### src/rtl/settle_timer.sv
// Loadable down-counter with a zero flag. The counter stops at zero.
//   clk, rst  : rising-edge clock and synchronous active-high reset (count is cleared)
//   load      : load load_val (load has priority over dec)
//   load_val  : reload value
//   dec       : decrement by one when the count is nonzero
//   zero      : high while the count is zero
module settle_timer #(
    parameter int W = 8
) (
    input  logic         clk,
    input  logic         rst,
    input  logic         load,
    input  logic [W-1:0] load_val,
    input  logic         dec,
    output logic         zero
);

    logic [W-1:0] count;

    always_ff @(posedge clk) begin
        if (rst) begin
            count <= '0;
        end else if (load) begin
            count <= load_val;
        end else if (dec && (count != '0)) begin
            count <= count - W'(1);
        end
    end

    assign zero = (count == '0);

endmodule

### config.mk
export PLATFORM = sky130hd
export DESIGN_NAME = settle_timer
export DESIGN_NICKNAME = d
export VERILOG_FILES = /design/src/rtl/settle_timer.sv
export SDC_FILE = /design/constraint.sdc
export NUM_CORES = 1
export LEC_CHECK = 0
export CORE_AREA = 2 2 39 41
export DETAILED_ROUTE_END_ITERATION = 10
export DIE_AREA = 0 0 41 43
export PLACE_DENSITY = 0.65
export SETUP_SLACK_MARGIN = 0.02
export SYNTH_ARGS = -nofsm -noshare
export SYNTH_HDL_FRONTEND = slang
export SYNTH_SLANG_ARGS = --single-unit
### constraint.sdc
create_clock -name clk -period 2.48 [get_ports clk]
set_clock_uncertainty 0.15 [all_clocks]
set_input_delay 0.744 -clock clk [delete_from_list [all_inputs] [get_ports clk]]
set_output_delay 0.744 -clock clk [all_outputs]
set_load 0.02 [all_outputs]
# Word-level counts from Yosys, hierarchy flattened
# Cells that the tools add are included.
# totals
reg_bits,8
inputBits,12
output_inout_bits,1
wordCells,8
# classes
add_sub_neg,1
muxes,2
n_reduce_logical,4
# ops
cell,n
2-to-1 mux 8 bit,2
logical NOT 8 bit,1
nonzero test 8 bit,1
"subtractor 8 x 1 -> 8 bit, second input constant",1
nonzero test 2 bit,1
logical AND 1 bit,1

# Longest topological paths before layout
# Gate-level depths: netlist of run 1.
# depth
word_depth,4
ltp_mapped,6
ltp_nobuf,6

# Worst setup path before layout of run 1
# No wires, ideal clock.
# synth_timing
path_kind,reg-to-output
from,register count[2]
to,output port zero
arrival_ns,1.546
required_ns,1.586
path_slack_ns,0.040
path_stages_with_launch,3
path_buffers,0
path_cell_list,dfxtp_1 or4_4 nor4_1
# synth_between
elab_chain_len,1
# synth_lines
item,line,text
"start, declared",18,logic [W-1:0] count;
"start signal, assigned",24,count <= load_val;
"start signal, assigned",26,count <= count - W'(1);
logical NOT 8 bit,30,assign zero = (count == '0);
"end, declared",15,output logic zero
# Every way passes these cells.

# Worst setup path after layout of run 1
# Ends and elaborated chain as after synthesis.

==> results of run 1 <==
-- area by class of cell --
cell class / count / area (um^2) / area share
multi-input cells: 44 / 329 / 0.449
clock buffers: 3 / 22.5 / 0.0307
inverters: 5 / 18.8 / 0.0256
flip-flops and latches: 8 / 160 / 0.218
well taps: 16 / 20.0 / 0.0273
repair buffers: 21 / 183 / 0.249
-- worst register-to-register path: stages, from the launching register on --
cell      delay (ns)
dfxtp_1         0.31
or4_4           0.52
buf_4           0.16
o41ai_4         0.41
buf_4           0.20
xnor2_1         0.07
a211oi_2        0.20
-- power groups by stage --
stage                     combinational, mW  clock (mW)  sequential (mW)
final                                 0.126      0.0994            0.150
after global routing                  0.140       0.108            0.151
after CTS                             0.127       0.105            0.150
after floorplan                      0.0723           0            0.153
after global placement                0.127           0            0.153
after detailed placement              0.128           0            0.153
-- synthesized netlist by cell type --
cell / n / area [um^2]
nand2_1: 2 / 7.51
ha_1: 2 / 25.0
o41ai_4: 1 / 27.5
o21a_1: 1 / 7.51
nor3_1: 1 / 5.00
a21oi_1: 5 / 25.0
buf_1: 1 / 3.75
clkinv_1: 1 / 3.75
nor4_1: 1 / 6.26
xnor2_1: 3 / 26.3
or4_4: 1 / 11.3
or4_2: 2 / 17.5
a211oi_1: 1 / 7.51
inv_1: 4 / 15.0
nor3b_1: 3 / 22.5
o31ai_1: 1 / 7.51
dfxtp_1: 8 / 160
o211ai_1: 1 / 7.51
nor2_1: 6 / 22.5
clkbuf_1: 1 / 3.75
a311oi_1: 2 / 17.5
nand4b_1: 1 / 8.76
or3_2: 2 / 15.0
or4_1: 2 / 15.0
or3b_2: 1 / 8.76
a211oi_2: 1 / 12.5
mux2i_1: 1 / 10.0
o21ai_0: 3 / 15.0
-- what timing repair did --
| item | in CTS | in global routing |
|---|---|---|
| hold buffers | 0 | 0 |
| setup buffers | 0 | 0 |
| gates resized for setup | 5 | 0 |
| setup endpoints to repair | 1 | 0 |
-- metrics by stage --
stage                     cells  setup TNS (ns)  power, mW
after CTS                    97               0      0.383
final                        97               0      0.376
after floorplan              59               0      0.225
after global placement       94         -0.0438      0.280
after global routing         97               0      0.400
after detailed placement     94         -0.0617      0.281
-- worst paths after layout --
path | from | depth (start not counted) | to
setup / recovery | count[2]$_SDFFE_PP0P_ | 3 | zero
setup reg to reg | count[2]$_SDFFE_PP0P_ | 6 | count[0]$_SDFFE_PP0P_
hold reg to reg | count[5]$_SDFFE_PP0P_ | 2 | count[5]$_SDFFE_PP0P_
hold / removal | count[5]$_SDFFE_PP0P_ | 2 | count[5]$_SDFFE_PP0P_
-- layer usage --
metal	vias to the layer above	share of wire
met5	-	0
met4	0	0.012
met3	2	0.041
met2	13	0.50
met1	230	0.44
li1	266	-
-- cell families (layout without fill, tap and decap cells) --
kind of cell	after synthesis	count (layout)	synth area share
AOI/OAI and AO/OA	16	16	0.248
DFF	8	8	0.311
adders and majority gates	2	2	0.0485
buffers and inverters	7	29	0.0509
and+or+nand+nor	22	22	0.272
muxes	1	1	0.0194
xor gates and xnor gates	3	3	0.0510
==> run_results.csv, run 1 <==
group,metric,value,unit
synth,synth-seq-area-share,0.311,
power,power.switching,109,uW
cts,clkTransAtPathRegs,0.05,ns
grt,grt_util_met1,0.195,
cells_and_area,fillers,126,
floorplan,row_count,14,
cts,cts.sinks,8,
drt,routed_wl,1140,um
timing,rsz0062_at_grt,"no",
cts,worstSkewPairLatency,0.25,ns
timing,post-route-min-period,2.36,ns
timing,max_freq,424,MHz
cells_and_area,final_cell_mix,"clkdlybuf4s50_1 (11), buf_4 (9), dfxtp_1 (8), nor2_1 (6), a21oi_1 (5)",
drt,drt-initial-drc-count,9,
cells_and_area,final_area,733,um^2
floorplan,core_area,1380,um^2
cells_and_area,layout.nets,97,
cts,cts_buffers,3,
critical_path,crit_chain,"or4_4, nor4_1, buf_2",
critical_path,worst-setup-path-type,"reg2out",
cells_and_area,area_delta_synth_final,42.2,%
timing,finalHoldViolCount,0,
cts,clockBufferDepth,2,
timing,finalCritPeriodShare,0.951,
cells_and_area,layout-drive-gt1-share,0.259,
critical_path,critPathSlowestCell,"or4_4",
synth,mappedNetlistArea,515,um^2
hold_path,hold_class,"reg2reg",
drt,dr.pass1.iters,4,
grt,grt_use_total,0.166,
critical_path,worst-path-buf-inv,1,
synth,yosys_warnings,0,
cells_and_area,diodes,0,
synth,synth_cells,59,
floorplan,ios,13,
critical_path,critPathTopFamily,"simple AND/OR/NAND/NOR gates",
critical_path,end_kind,"output port",
floorplan,start_util,0.373,
synth,synth.distinct_cells,28,
floorplan,die_y,43,um
timing,worst_slew_pin_slew,0.483,ns
drt,via_per_inst,5.27,
grt,antenna_found_initial,0,
timing,setup_violations,0,
floorplan,die_x,41,um
cts,cts-root-buf,"clkbuf_4",
place,hpwl,922,um
drt,drc,0,
timing,layout_setup_ws,0.120,ns
timing,hold_ws,0.371,ns
status,status,"completed",
grt,first_global_vias,472,
place,gp_congestion,0.758,
grt,grt_pass1_wl,1970,um
synth,synth_nets,73,
critical_path,rrSetupSlack,0.39,ns
cells_and_area,largest-register,"count",
place,postPlaceCellArea,716,um^2
synth,syn_avg_cell_area,8.74,um^2
power,ir_drop,0.273,mV
drt,dr_total_vias,511,
flow_run,cap_viol_max_count,0,
power,p_clk_frac,0.265,
cells_and_area,largest_reg_flops,8,
timing,drv_slew,0,
grt,overflow,0,
power,p_seq_frac,0.400,
power,swShare,0.291,
critical_path,arrival,1.47,ns
power,power.leakage,0.281,nW
critical_path,max_stage_delay,0.52,ns
power,powerDensity,512,nW/um^2
place,port_buffers,12,
grt,use_met2,0.263,
grt,busiest_layer,"met2",
power,internal_power,266,uW
cts,cts_tree,"yes",
critical_path,critical_path_required,1.59,ns
cells_and_area,final_common_cell,"clkdlybuf4s50_1",
cells_and_area,utilization,0.530,
synth,ys_ff_latch,8,
critical_path,startpoint_type,"flip-flop",
cts,cts.htree.levels,1,
cells_and_area,largest_registers,"count: 8 flops",
floorplan,dieArea,1760,um^2
drt,ant_nets,0,
grt,grt_max_degree,10,
power,combPwrFrac,0.336,
timing,relSlewSlack,0.677,
grt,groute.layer.met3.usage,0.0314,
drt,wire_per_inst,11.7,um
critical_path,cp_max_fo,2,
place,place_ws,-0.0617,ns
No activity file was read; power rests on OpenSTA's default activity.
==> run 2, diff against run 1 <==
--- a/config.mk
+++ b/config.mk
@@ -10,6 +10,7 @@
 export DIE_AREA = 0 0 41 43
 export PLACE_DENSITY = 0.65
 export SETUP_SLACK_MARGIN = 0.02
+export SLEW_MARGIN = 20
 export SYNTH_ARGS = -nofsm -noshare
 export SYNTH_HDL_FRONTEND = slang
 export SYNTH_SLANG_ARGS = --single-unit
==> results of run 2 <==
Final layout, timing and power as in run 1 (identical DEF).
